<file path="src/rtl/uart_pkg.sv">
// Shared UART definitions: receiver state encoding, default oversampling rate
// and the parity rule common to transmitter and receiver.
package uart_pkg;

  localparam int unsigned OsRateDefault = 8;

  typedef enum logic [2:0] {
    StIdle   = 3'd0,
    StStart  = 3'd1,
    StData   = 3'd2,
    StParity = 3'd3,
    StStop   = 3'd4
  } uart_state_e;

  // Parity bit value for a data byte: par_typ=1 gives the XOR of the bits,
  // par_typ=0 its complement.
  function automatic logic calc_parity(input logic [7:0] data, input logic par_typ);
    return par_typ ? (^data) : (~^data);
  endfunction

endpackage

</file>
<file path="src/rtl/uart_rx_sampler.sv">
// Per-bit edge counter and 3-sample majority vote around the bit centre.
module uart_rx_sampler
  import uart_pkg::*;
#(
  parameter int unsigned OS_RATE = OsRateDefault
) (
  input  logic                       clk_in,
  input  logic                       rst,
  input  logic                       run,
  input  logic                       rx_s,
  output logic [$clog2(OS_RATE)-1:0] edge_cnt,
  output logic                       bit_done,
  output logic                       bit_val
);

  localparam int unsigned CW = $clog2(OS_RATE);
  localparam int unsigned H  = OS_RATE / 2;

  logic [CW-1:0] cnt_q, cnt_d;
  logic [2:0]    smp_q;
  logic          third;

  // Counter runs while a frame is active and returns to 0 otherwise, so the
  // start-detect cycle is always edge_cnt 0.
  always_comb begin
    cnt_d = '0;
    if (run) begin
      cnt_d = cnt_q + CW'(1);
    end
  end

  // Counter and sample registers.
  always_ff @(posedge clk_in) begin
    if (!rst) begin
      cnt_q <= '0;
      smp_q <= '0;
    end else begin
      cnt_q <= cnt_d;
      if (cnt_q == CW'(H - 1)) smp_q[0] <= rx_s;
      if (cnt_q == CW'(H))     smp_q[1] <= rx_s;
      if (cnt_q == CW'(H + 1)) smp_q[2] <= rx_s;
    end
  end

  // Third sample is taken live at H+1 so the vote is usable in that cycle.
  always_comb begin
    third    = (cnt_q == CW'(H + 1)) ? rx_s : smp_q[2];
    bit_val  = (smp_q[0] & smp_q[1]) | (smp_q[0] & third) | (smp_q[1] & third);
    bit_done = (cnt_q == CW'(OS_RATE - 1));
    edge_cnt = cnt_q;
  end

endmodule

</file>
<file path="src/rtl/uart_rx.sv">
// UART receiver: synchroniser, frame FSM, shift register and output pulses.
module uart_rx
  import uart_pkg::*;
#(
  parameter int unsigned OS_RATE = OsRateDefault
) (
  input  logic       clk_in,
  input  logic       rst,
  input  logic       rx_in,
  input  logic       par_en,
  input  logic       par_typ,
  output logic [7:0] p_data,
  output logic       data_valid,
  output logic       par_err,
  output logic       stp_err,
  output logic       busy
);

  localparam int unsigned CW = $clog2(OS_RATE);
  localparam int unsigned H  = OS_RATE / 2;

  logic [1:0]    sync_q;
  logic          rx_s, rx_prev_q, start_det;
  uart_state_e   state_q, state_d;
  logic [2:0]    bit_cnt_q, bit_cnt_d;
  logic [7:0]    shift_q, shift_d;
  logic          par_en_q, par_en_d, par_typ_q, par_typ_d;
  logic          par_bad_q, par_bad_d;
  logic [7:0]    p_data_q, p_data_d;
  logic          dv_q, dv_d, pe_q, pe_d, se_q, se_d;
  logic          frame_ok;
  logic [CW-1:0] edge_cnt;
  logic          bit_done, bit_val, mid;

  assign rx_s      = sync_q[1];
  assign start_det = rx_prev_q & ~rx_s;
  assign mid       = (edge_cnt == CW'(H + 1));

  uart_rx_sampler #(
    .OS_RATE(OS_RATE)
  ) u_sampler (
    .clk_in  (clk_in),
    .rst     (rst),
    .run     (state_d != StIdle),
    .rx_s    (rx_s),
    .edge_cnt(edge_cnt),
    .bit_done(bit_done),
    .bit_val (bit_val)
  );

  // Frame sequencing; outcome is decided at the stop-bit vote and shows up
  // the cycle after, when the FSM is already back in idle.
  always_comb begin
    state_d   = state_q;
    bit_cnt_d = bit_cnt_q;
    shift_d   = shift_q;
    par_en_d  = par_en_q;
    par_typ_d = par_typ_q;
    par_bad_d = par_bad_q;
    p_data_d  = p_data_q;
    dv_d      = 1'b0;
    pe_d      = 1'b0;
    se_d      = 1'b0;
    frame_ok  = bit_val & ~par_bad_q;
    unique case (state_q)
      StIdle: begin
        if (start_det) begin
          state_d   = StStart;
          par_en_d  = par_en;
          par_typ_d = par_typ;
          bit_cnt_d = '0;
          par_bad_d = 1'b0;
        end
      end
      StStart: begin
        if (mid && bit_val) begin
          state_d = StIdle;
        end else if (bit_done) begin
          state_d = StData;
        end
      end
      StData: begin
        if (mid) shift_d = {bit_val, shift_q[7:1]};
        if (bit_done) begin
          bit_cnt_d = bit_cnt_q + 3'd1;
          if (bit_cnt_q == 3'd7) state_d = par_en_q ? StParity : StStop;
        end
      end
      StParity: begin
        if (mid) par_bad_d = (bit_val != calc_parity(shift_q, par_typ_q));
        if (bit_done) state_d = StStop;
      end
      StStop: begin
        if (mid) begin
          state_d = StIdle;
          se_d    = ~bit_val;
          pe_d    = par_bad_q;
          dv_d    = frame_ok;
          if (frame_ok) p_data_d = shift_q;
        end
      end
      default: state_d = StIdle;
    endcase
  end

  // State, datapath and output registers; reset also discards a partial frame.
  always_ff @(posedge clk_in) begin
    if (!rst) begin
      sync_q    <= 2'b11;
      rx_prev_q <= 1'b1;
      state_q   <= StIdle;
      bit_cnt_q <= '0;
      shift_q   <= '0;
      par_en_q  <= 1'b0;
      par_typ_q <= 1'b0;
      par_bad_q <= 1'b0;
      p_data_q  <= '0;
      dv_q      <= 1'b0;
      pe_q      <= 1'b0;
      se_q      <= 1'b0;
    end else begin
      sync_q    <= {sync_q[0], rx_in};
      rx_prev_q <= rx_s;
      state_q   <= state_d;
      bit_cnt_q <= bit_cnt_d;
      shift_q   <= shift_d;
      par_en_q  <= par_en_d;
      par_typ_q <= par_typ_d;
      par_bad_q <= par_bad_d;
      p_data_q  <= p_data_d;
      dv_q      <= dv_d;
      pe_q      <= pe_d;
      se_q      <= se_d;
    end
  end

  assign p_data     = p_data_q;
  assign data_valid = dv_q;
  assign par_err    = pe_q;
  assign stp_err    = se_q;
  assign busy       = (state_q != StIdle);

endmodule

</file>
<file path="config.mk">
export PLATFORM = sky130hd
export DESIGN_NAME = uart_rx
export DESIGN_NICKNAME = d
export VERILOG_FILES = /design/src/rtl/uart_pkg.sv /design/src/rtl/uart_rx_sampler.sv /design/src/rtl/uart_rx.sv
export SDC_FILE = /design/constraint.sdc
export NUM_CORES = 1
export LEC_CHECK = 0
export ABC_AREA = 1
export CORE_AREA = 2 2 57 59
export CTS_CLUSTER_SIZE = 12
export DETAILED_ROUTE_END_ITERATION = 12
export DIE_AREA = 0 0 59 61
export PLACE_DENSITY_LB_ADDON = 0.25
export SLEW_MARGIN = 25
export SYNTH_ARGS = -nofsm -noshare
export SYNTH_HDL_FRONTEND = slang
export SYNTH_HIERARCHICAL = 1
export SYNTH_SLANG_ARGS = --single-unit
</file>
<file path="constraint.sdc">
create_clock -name clk_in -period 3.9 [get_ports clk_in]
set_input_delay 0.585 -clock clk_in [delete_from_list [all_inputs] [get_ports clk_in]]
set_output_delay 0.585 -clock clk_in [all_outputs]
set_load 0.1 [all_outputs]
</file>
Word level (Yosys, flattened, before mapping)
Cells that the tools add are included.

Register bits: 37. Input bits: 5. Output and inout bits: 12. Word-level logic and storage cells: 73.

Add/sub/neg operators: 2. Equality and inequality tests: 13. Mux-type cells: 17. Bitwise logic cells: 10. Reductions and logical operators: 15.

Operators with widths (count): 3-bit 2-to-1 mux (10); 3-bit == test (second input constant) (5); 3-bit case mux with 5 select lines (1); 3-bit AND reduction (4); 3-bit by 2-bit == test with 1-bit output (second input constant) (3); 8-bit XNOR reduction (1); 8-bit XOR reduction (1); 3-bit by 1-bit adder with 3-bit output (second input constant) (2); 2-bit != test (second input constant) (3); 3-bit case mux with 2 select lines (1); 2-bit AND reduction (3); 3-bit nonzero test (2); 1-bit AND (5); 1-bit 2-to-1 mux (4); 2-bit nonzero test (2); 3-bit by 1-bit == test with 1-bit output (second input constant) (1); 3-bit zero test (1); 1-bit NOT (3); 1-bit bitwise OR (2); 1-bit case mux with 2 select lines (1); 1-bit logical AND (1); 1-bit != test (1).

Longest topological paths before layout
Depth in word-level cells: 10. Depth in mapped cells: 16. Gate-level depth less buffers: 16.

Hierarchy
Netlist, hierarchy kept.

By module, submodules not included: uart_rx (times used 1, cells each 188, area each 1388.8 um2, sequential area each 620.6 um2); uart_rx_sampler (times used 1, cells each 39, area each 297.8 um2, sequential area each 120.1 um2).

Worst setup path after synthesis
OpenSTA, ideal clock, no wires.

Path type: flip-flop to output port. From: reg state_q[0]. To: out busy. Arrival time: 1117 ps. Data required time: 3315 ps. Path slack: 2198 ps. Cell stages (with the launch flop): 3. Buffers on the path: 0. Cell sequence: dfxtp_1 > nor2_2 > nand2_1.

Longest elaborated chain between the ends: 1.

Ends and longest elaborated chain: start: declaration (line uart_rx.sv:24) `uart_state_e state_q, state_d;`; start signal: assignment (line uart_rx.sv:111) `state_q <= StIdle;`; start signal: assignment (line uart_rx.sv:124) `state_q <= state_d;`; 3-bit nonzero test (line uart_rx.sv:141) `assign busy = (state_q != StIdle);`; end: declaration (line uart_rx.sv:16) `output logic busy`.

No other way between the ends.

Worst setup path after layout
Same ends and word-level chain as after synthesis.

==> reports/summary.md <==
The run finished with clean final reports. The run gives 0.895 nW as the total leakage power. The final worst setup slack is 1240 ps, and the worst slack at placement is 1550 ps. The via-per-instance ratio is 4.96, and the number of levels the H-tree was split into is 2. The logs give 0 for the initial antenna violation count and 5310 um for the wire length of the first global-routing pass.

Counting tap cells, the placed design contains a total of 272 instances. Setup violations remaining at the end of the flow were counted as 0. After clock tree synthesis, the setup repair step added 0 buffers. The logs give 1243 for the via count of the first global-routing pass and 0.00360 sq mm for the area of the die. The largest voltage drop on the vdd net is 196 uV.

Global routing consumed, over all layers together, 20.4% of the routing resources. For this run, the register share of the synthesized area comes to 43.9%. The worst setup path is launched from a flip-flop. Per report_power, the clock group accounts for 34.1% of the total.

In this run switching power makes up 25.4% of total power. The logs give 0.000157 W for the net switching power and 0 for the quantity of gates resized following cts. The count of input and output buffers was 16. At the worst endpoint, the required time is 3310 ps.

The vias after detailed routing came out at 1389. In this run the mean area of a mapped cell was 7.43 sq um. The logs give 0 for the hold violation total from the final report and 0.793 for the routability-driven placement congestion ratio. Headroom to the max-slew limit came out at 35.2%.

The remaining global-route overflow is 0. The die is 61 um tall. From synthesis to final layout, the design area changed by 13.8%. The run gives 0 as the detailed-route DRC error count. Leading register cell type out of synthesis: sky130_fd_sc_hd__dfxtp_1. Adding up every negative setup slack in the final design gives 0 ps. For this run, the detailed router's first-pass iteration total came to 4. The synthesized netlist contains 28 unique library cells.

The power density over the cells was 322 mW/mm^2; the internal power was 0.000461 W. The count of nets left with antenna violations after detail routing was 0; the insertion delay of the later-clocked pin in the worst-skew pair was 360 ps. The maximum root-to-sink buffer count is 2. Buffer cell driving the clock tree root: sky130_fd_sc_hd__clkbuf_4. The hold buffer count at cts came out at 0.

The clock transition at the registers of the reported paths is 110 ps. The clock arrives with 16.6 ps of skew. The tools report the final-stage net count as 258. Derived from the worst setup path, the maximum achievable clock frequency is 0.376 GHz. For the pin with the worst max-slew slack, the measured transition is 968 ps.

Row generation in the floorplan step produced 20 rows. The number of flops mapped to enable cells by yosys was 0; the post-synthesis net count was 239. In this run, the number of DRC markers left after iteration 0 of detailed routing was 83.

In the synthesized netlist the async set-or-reset flop fraction comes to 0%. The time the final worst path needs with I/O delays and setup was 2660 ps. Measured along the x axis, the die boundary spans 59 um. The routed length per placed instance works out to 11.0 um. Arrival time of the worst setup path: 2080 ps. The count of pins over their slew limit came out at 0.

The initial cell density of the core was 57.1%. For this run, the number of Yosys warnings is 6. The finished layout holds 280 standard cells, fillers aside. The logs give 0 for the number of diodes added for antenna fixing and 0.00169 sq mm for the post-synth design cell area. Detailed placement finished with a half-perimeter wire length of 2220 um. The worst setup path is captured at a primary output.

Synthesis produced a netlist whose cell count is 227. Entering global routing, the biggest net connects 26 pins. The final critical path takes up 68.3% of the cycle. The setup path with the least slack is of type reg2out. The maximum fanout along the worst path was 4; the share of total power in sequential cells was 62.0%. The tool flagged a number of max-cap violations equal to 0.

The most common cell in the synthesized netlist is sky130_fd_sc_hd__nand2_1. The tools report the clock sink count as 37. Setup repair after global routing left no endpoint under its margin. The TritonCTS buffer count is 5. Number of flip-flops and latches in the synthesized netlist: 37. TritonCTS built the clock tree. The fraction of post-synthesis cell area in the top cell type by area was 43.9%; the I/O pin count was 17.

After synthesis, the most frequently instantiated cells are sky130_fd_sc_hd__nand2_1, sky130_fd_sc_hd__dfxtp_1, sky130_fd_sc_hd__nor2_1. After detailed routing, the total wire length is 3090 um. In this run the worst hold path is classified as reg2reg. The fraction of layout cells with a size suffix above 1 is 10.9%, and the fraction of power consumed by combinational cells is 3.9%. The library cell occupying the most area in the post-synthesis netlist was sky130_fd_sc_hd__dfxtp_1. In the post-synthesis netlist, the biggest area contributors are sky130_fd_sc_hd__dfxtp_1, sky130_fd_sc_hd__nand2_1, sky130_fd_sc_hd__nor2_1. The floorplan step defined a core boundary enclosing 0.00295 sq mm.
[power groups by stage]
stage | clock, W | sequential, W | combinational [W]
6_report | 0.000211 | 0.000383 | 0.0000241
5_1_grt | 0.000233 | 0.000384 | 0.0000272
4_1_cts | 0.000215 | 0.000383 | 0.0000242
3_5_place_dp | 0 | 0.000392 | 0.0000241
3_3_place_gp | 0 | 0.000392 | 0.0000240
2_1_floorplan | 0 | 0.000391 | 0.0000159
[routing by layer]
layer	vias to the layer above	track usage, %	wire, um
li1	744	-	-
met1	615	24.2	1500
met2	25	32.9	1410
met3	5	8.32	134
met4	0	8.44	51
met5	-	0	0
[logic make-up (layout without fill, tap and decap cells)]
kind of cell / count (synthesis) / after routing / share of synthesized area [%]
compound gates: 35 / 35 / 11.9
xor+xnor: 5 / 5 / 2.60
simple gates: 106 / 106 / 27.4
fa+ha+maj: 7 / 7 / 5.19
buf+inv: 37 / 57 / 9.05
flops: 37 / 37 / 43.9
[stage by stage]
step | cell area (sq um) | hold slack (ps) | total power, W | util (%)
5_1_grt | 1920 | 456 | 0.000643 | 65.0
3_5_place_dp | 1860 | 404 | 0.000416 | 63.0
3_3_place_gp | 1860 | 415 | 0.000416 | 63.0
4_1_cts | 1920 | 441 | 0.000623 | 65.0
2_1_floorplan | 1690 | 393 | 0.000407 | -
6_report | 1920 | 442 | 0.000618 | 65.0
[sequential cells by signal, summed over array words and instances (netlist names), 2 cells and up]
| register | cells |
|---|---|
| state_q | 3 |
| p_data | 8 |
| u_sampler/edge_cnt | 3 |
| shift_q | 8 |
| u_sampler/smp_q | 3 |
| sync_q | 2 |
| bit_cnt_q | 3 |
[layout make-up]
type / count / area, sq um
Tap cell: 33 / 41.3
Multi-Input combinational cell: 153 / 793
Timing Repair Buffer: 16 / 160
Fill cell: 262 / 1030
Sequential cell: 37 / 741
Clock inverter: 3 / 22.5
Inverter: 33 / 124
Clock buffer: 5 / 37.5
[cells in the final DEF (no fill, tap or decap), types with 3 or more instances in the layout]
cell / count
sky130_fd_sc_hd__inv_1: 30
sky130_fd_sc_hd__inv_2: 3
sky130_fd_sc_hd__nand2_1: 44
sky130_fd_sc_hd__nand3_1: 9
sky130_fd_sc_hd__nor2_2: 4
sky130_fd_sc_hd__dfxtp_1: 37
sky130_fd_sc_hd__o21ai_0: 10
sky130_fd_sc_hd__a21oi_1: 9
sky130_fd_sc_hd__clkbuf_4: 5
sky130_fd_sc_hd__nor2_1: 37
sky130_fd_sc_hd__xor2_1: 3
sky130_fd_sc_hd__clkdlybuf4s50_1: 16
sky130_fd_sc_hd__or2_2: 3
sky130_fd_sc_hd__ha_1: 7
sky130_fd_sc_hd__o21ai_1: 10
[worst max-delay path, cell delays in order, from the launching register on]
cell	delay, ps
sky130_fd_sc_hd__dfxtp_1	460
sky130_fd_sc_hd__nor2_2	80
sky130_fd_sc_hd__nand2_1	60
sky130_fd_sc_hd__clkdlybuf4s50_1	1120
[path summary, 6_finish.rpt]
path	start	slack (ps)	cells after the start	endpoint
min reg2reg	sync_q[0]	440	1	sync_q[1]
max	state_q[0]	1240	3	busy
min	sync_q[0]	440	1	sync_q[1]
max reg2reg	u_sampler/edge_cnt[1]	1640	10	p_data[4]
No activity file was read; power rests on OpenSTA's default activity.
